### config.mk
export PLATFORM = sky130hd
export DESIGN_NAME = executor_movimento
export DESIGN_NICKNAME = d
export VERILOG_FILES = /design/src/rtl/mov_pkg.sv /design/src/rtl/decodificador_7seg.sv /design/src/rtl/executor_movimento.sv
export SDC_FILE = /design/constraint.sdc
export NUM_CORES = 1
export LEC_CHECK = 0
export CELL_PAD_IN_SITES_DETAIL_PLACEMENT = 0
export CELL_PAD_IN_SITES_GLOBAL_PLACEMENT = 2
export CORE_MARGIN = 5
export CORE_UTILIZATION = 29
export CTS_CLUSTER_SIZE = 14
export DETAILED_ROUTE_END_ITERATION = 8
export PLACE_DENSITY = 0.7
export SYNTH_ARGS = -nofsm -noshare
export SYNTH_HDL_FRONTEND = slang
export SYNTH_SLANG_ARGS = --single-unit
### constraint.sdc
create_clock -name clk -period 2.75 [get_ports clk]
set_clock_uncertainty 0.05 [all_clocks]
set_input_delay 0.55 -clock clk [delete_from_list [all_inputs] [get_ports clk]]
set_output_delay 0.55 -clock clk [all_outputs]
set_load 0.02 [all_outputs]
### src/rtl/mov_pkg.sv
// Shared types and constants for the movement executor: FSM states, speed
// selects and the active-low 7-segment table ({dp,g,f,e,d,c,b,a}).
package mov_pkg;

   typedef enum logic [2:0] {
      IDLE  = 3'd0,
      RUN   = 3'd1,
      PAUSE = 3'd2,
      DONE  = 3'd3,
      ERROR = 3'd4
   } state_e;

   localparam logic [2:0] SEL_2S = 3'b001;
   localparam logic [2:0] SEL_4S = 3'b010;
   localparam logic [2:0] SEL_8S = 3'b100;

   localparam logic [7:0] SEG_BLANK = 8'hFF;
   localparam logic [7:0] SEG_E     = 8'h86;

   // Digits 0..9 with dp off
   localparam logic [7:0] SEG_DIGITS [10] = '{
      8'hC0, 8'hF9, 8'hA4, 8'hB0, 8'h99, 8'h92, 8'h82, 8'hF8, 8'h80, 8'h90
   };

endpackage

### src/rtl/decodificador_7seg.sv
// Combinational digit-to-segment lookup {g..a}, active-low; the parent owns dp.
module decodificador_7seg
   import mov_pkg::*;
(
   input  logic [3:0] digit,
   output logic [6:0] seg
);

   always_comb begin
      seg = SEG_BLANK[6:0];
      if (digit <= 4'd9) begin
         seg = SEG_DIGITS[digit][6:0];
      end
   end

endmodule

### src/rtl/executor_movimento.sv
// Runs one timed movement: counts gated speed ticks, rotates the leg phase and
// drives a remaining-tick digit plus busy/done/erro status, all registered.
module executor_movimento
   import mov_pkg::*;
#(
   parameter int unsigned MOV_TICKS = 8
) (
   input  logic       clk,
   input  logic       rst_n,
   input  logic       tempo,
   input  logic [2:0] sel,
   input  logic       ld,
   input  logic       start,
   input  logic       abort,
   output logic [3:0] leg,
   output logic       busy,
   output logic       done,
   output logic       erro,
   output logic [7:0] seg
);

   localparam logic [3:0] MOV_REM = 4'(MOV_TICKS);

   state_e     state_q, state_d;
   logic [3:0] rem_q, rem_d;
   logic [3:0] leg_d;
   logic [2:0] sel_lat_q, sel_lat_d;
   logic       tempo_q;
   logic       busy_d, done_d, erro_d;
   logic [7:0] seg_d;
   logic [6:0] dig_seg;
   logic       tick, sel_ok;

   assign tick   = tempo & ~tempo_q;
   assign sel_ok = (sel == SEL_2S) || (sel == SEL_4S) || (sel == SEL_8S);

   decodificador_7seg u_dec (
      .digit(rem_d),
      .seg  (dig_seg)
   );

   always_comb begin
      state_d   = state_q;
      rem_d     = rem_q;
      leg_d     = leg;
      sel_lat_d = sel_lat_q;
      unique case (state_q)
         IDLE: begin
            if (start && !sel_ok) begin
               state_d = ERROR;
               leg_d   = 4'b0000;
            end else if (start && ld) begin
               state_d   = RUN;
               rem_d     = MOV_REM;
               leg_d     = 4'b0001;
               sel_lat_d = sel;
            end
         end
         RUN: begin
            if (abort) begin
               state_d = IDLE;
               leg_d   = 4'b0000;
            end else if (sel != sel_lat_q) begin
               state_d = ERROR;
               leg_d   = 4'b0000;
            end else if (!ld) begin
               state_d = PAUSE;
            end else if (tick) begin
               if (rem_q == 4'd1) begin
                  state_d = DONE;
                  rem_d   = 4'd0;
                  leg_d   = 4'b0000;
               end else begin
                  rem_d = rem_q - 4'd1;
                  leg_d = {leg[2:0], leg[3]};
               end
            end
         end
         PAUSE: begin
            // A tick coinciding with ld returning is deliberately dropped
            if (abort) begin
               state_d = IDLE;
               leg_d   = 4'b0000;
            end else if (sel != sel_lat_q) begin
               state_d = ERROR;
               leg_d   = 4'b0000;
            end else if (ld) begin
               state_d = RUN;
            end
         end
         DONE: begin
            state_d = IDLE;
         end
         ERROR: begin
            if (abort) begin
               state_d = IDLE;
            end
         end
         default: begin
            state_d = IDLE;
            leg_d   = 4'b0000;
         end
      endcase
   end

   // Outputs are computed from next state so the registered copies are Moore
   always_comb begin
      busy_d = 1'b0;
      done_d = 1'b0;
      erro_d = 1'b0;
      seg_d  = SEG_BLANK;
      unique case (state_d)
         IDLE:  seg_d = SEG_BLANK;
         RUN: begin
            busy_d = 1'b1;
            seg_d  = {1'b1, dig_seg};
         end
         PAUSE: begin
            busy_d = 1'b1;
            seg_d  = {1'b0, dig_seg};
         end
         DONE: begin
            done_d = 1'b1;
            seg_d  = SEG_DIGITS[0];
         end
         ERROR: begin
            erro_d = 1'b1;
            seg_d  = SEG_E;
         end
         default: seg_d = SEG_BLANK;
      endcase
   end

   always_ff @(posedge clk) begin
      if (!rst_n) begin
         state_q   <= IDLE;
         rem_q     <= 4'd0;
         leg       <= 4'b0000;
         sel_lat_q <= 3'b000;
         tempo_q   <= 1'b0;
         busy      <= 1'b0;
         done      <= 1'b0;
         erro      <= 1'b0;
         seg       <= SEG_BLANK;
      end else begin
         state_q   <= state_d;
         rem_q     <= rem_d;
         leg       <= leg_d;
         sel_lat_q <= sel_lat_d;
         tempo_q   <= tempo;
         busy      <= busy_d;
         done      <= done_d;
         erro      <= erro_d;
         seg       <= seg_d;
      end
   end

endmodule

==> summary.txt <==
Synthesis
  – Synth top area share: 34.15%
  – Cell area after synthesis: 1524 um2
  – Unique masters post-synth: 59
  – Register area share after synthesis: 34.15%
  – Synthesized instance count: about 170
  – Most frequent cell after synthesis: dfxtp_1
  – Syn nets: 182
  – Yosys top cell by area: dfxtp_1
  – Post-synth EDFFs: 0
  – Ranking of synthesized cells by area: dfxtp_1 34%, ha_1 5.7%, nor2_1 3.4%
  – Dominant synthesized flop cell: dfxtp_1
  – #FFs+latches synth: 26
  – Yosys warnings: 0
  – Commonest cells in the netlist: 26 x dfxtp_1, 14 x nor2_1, 8 x a21oi_1
  – Asr flop ratio synth: 0%
  – Syn Area/Cell: between 9 and 10 um2

Routing
  – Routed Antenna Nets: 0
  – Final WL: roughly 4200 um
  – Via Count: 1475
  – DRC: 0
  – Number of DRC markers in iteration 0: 66
  – Drt pass-1 iters: 4
  – Vias per std cell: 4.933
  – Wire per inst: 13.88 um

Cells and area
  – Share of cells above drive strength 1: 31.88%
  – Register area: approximately 520 um2
  – Final Cell Area: 2257 um2
  – P&R area growth vs syn: 48.11%
  – Inserted Diodes: 0
  – Filler cells: ~520
  – Footprint of the multi-input gates: 1033 um2
  – Nets@finish: approximately 250
  – Layout Cells excl Fill: between 200 and 300

Placed design
  – HPWL after detailed placement: ~3200 um
  – Post-Place Cells: between 200 and 300
  – DP Area: 2079 um2
  – RD Place Congestion: a little under 0.9
  – Port Buf Inserts: 23

Floorplan
  – Starting Density: 29.84%
  – Die width: 82.49 um
  – # rows: 26
  – Die area: 6805 um2
  – Ports: 24
  – Die Height: 82.49 um
  – Core ar.: 5107 um2

Power
  – VDD IR-drop max: 0.0002231 V
  – Leak pwr: 0.9156 nW
  – P per Cell Area: 367.1 nW/um2
  – Total power: 828.6 uW

Critical path
  – CP Buf/Inv Count: 3
  – Slowest Stage Delay on Critical Path: between 0.3 and 0.4 ns
  – Crit path DAT: between 2 and 3 ns
  – CP max FO: 5
  – Crit path launch type: input pin
  – CP Cell Sequence: dlygate4sd2_1 > xnor2_2 > nand4_2 > buf_4 > o211ai_1 > o41ai_4 > inv_2 > ha_2 > nor2_2 > a21boi_4 > a311oi_1 > o311ai_1
  – Top delay family on crit path: compound AO/OA/AOI/OAI gates
  – Slowest stage cell, crit path: o211ai_1
  – CP required: 2.85 ns
  – Setup crit end kind: flop
  – Crit Path Class: input pin to flop

Clock tree
  – TritonCTS clock tree: built
  – # hold bufs at CTS: 0
  – Clock Tree Root: clkbuf_8
  – Num CTS Buffers: 3
  – H-tree depth: 1
  – Clock transition at the registers of the reported paths: ~0.09 ns
  – Max Root-Sink Buffers: 2
  – Clock sink count: 26
  – Worst skew pair latency: approximately 0.27 ns

Timing
  – Final hold slack: between 0.4 and 0.5 ns
  – Relative slew slack: 63.61%
  – Period utilization: 94.11%
  – Min Tclk post-route: 2.588 ns
  – Setup TNS: 0 ns
  – Tightest Pin Transition: around 0.54 ns
  – Final setup viols: 0
  – Max Slew Vio Count: 0
  – RSZ-0062 raised after global routing: false
  – Endpoints failing hold: 0
  – Fmax: 0.3864 GHz

Outcome
  – Run status: finished clean

Global routing
  – Total track usage: 13.10%
  – First-pass GRT wire length: 6886 um
  – Vias in the first global route: 1466
  – Grt total ovfl: 0
  – Largest net degree at the start of global routing: 15
  – Initial antenna violation count: 0

Min path
  – Worst hold path class: flop to flop

Job
  – Max-cap violations: 0
## flip-flops by register name (all words and copies together) (netlist names)
name and flops:
busy 1, tempo_q 1, seg 8, rem_q 4, leg 4, done 1
state_q 3, erro 1, sel_lat_q 3
## cell families (layout without fill, tap and decap cells)
logic type | count (synthesis) | count (layout) | share of synthesized area, %
mux | 5 | 5 | 3.366
buf+inv | 12 | 75 | 3.367
xor+xnor | 6 | 6 | 3.942
compound gates | 43 | 43 | 20.53
simple gates | 67 | 67 | 28.90
fa+ha+maj | 7 | 7 | 5.747
flops | 26 | 26 | 34.15
## worst reg2reg max path, stage by stage, from the launching register on
cell and delay (ns):
dfxtp_2 0.38, nor4b_4 0.31, nand4_2 0.15, buf_4 0.18, o211ai_1 0.32, o41ai_4 0.16, inv_2 0.12, ha_2 0.21
nor2_2 0.06, a21boi_4 0.15, a311oi_1 0.26, o311ai_1 0.11
## metrics by stage
| step | utilization [%] | worst slack (ns) |
|---|---|---|
| after floorplan | - | 0.05004 |
| after global placement | 40.72 | -0.3474 |
| after detailed placement | 40.72 | -0.4460 |
| after CTS | 42.90 | 0.006320 |
| after global routing | 44.19 | 0.04279 |
| final | 44.19 | 0.1621 |
## cells in the final DEF (no fill, tap or decap), drive strengths merged, types with 3 or more instances in the layout
master	count
buf	41
dfxtp	26
clkdlybuf4s50	18
nor2	14
a21oi	8
nand2	7
inv	7
and2	7
ha	7
o21ai	6
nand4	6
nor2b	5
clkbuf	5
o211ai	4
mux2i	4
xnor2	3
nand3	3
dlygate4sd2	3
xor2	3
nor4	3
nor3	3
o31ai	3
a21boi	3
## power by group
part	internal [mW]	switching, mW	leakage [nW]	total (mW)
sequential	0.393	0.0110	0.213	0.404
clock	0.128	0.122	0.0288	0.250
combinational	0.0862	0.0877	0.674	0.174
## final timing paths
kind / slack [ns] / to / from / depth (start not counted)
max reg2reg: 0.18 / seg[6]$_SDFF_PN1_ / state_q[2]$_SDFF_PN0_ / 11
max: 0.16 / seg[6]$_SDFF_PN1_ / sel[0] / 12
min reg2reg: 0.44 / leg[1]$_SDFFE_PN0P_ / leg[0]$_SDFFE_PN0P_ / 2
min: 0.44 / leg[1]$_SDFFE_PN0P_ / leg[0]$_SDFFE_PN0P_ / 2
## metal layers
metal / wire [um] / track usage [%]
met5: 0 / 0
met4: 34 / 2.941
met3: 129 / 2.603
met2: 2135 / 23.96
met1: 1852 / 15.69
## repair_timing
action | in CTS | in global routing
gates resized for setup | 13 | 11
buffers inserted | 2 | 5
endpoints found under the setup margin | 6 | 7
pin swaps | 3 | 7
## cell type report
| type | count | share of cell area, % |
|---|---|---|
| clock buffers | 4 | 2.439 |
| repair buffers | 64 | 23.56 |
| inverters | 7 | 1.164 |
| flip-flops and latches | 26 | 23.17 |
| well taps | 70 | 3.880 |
| multi-input cells | 128 | 45.79 |
No activity file was read; power rests on OpenSTA's default activity.
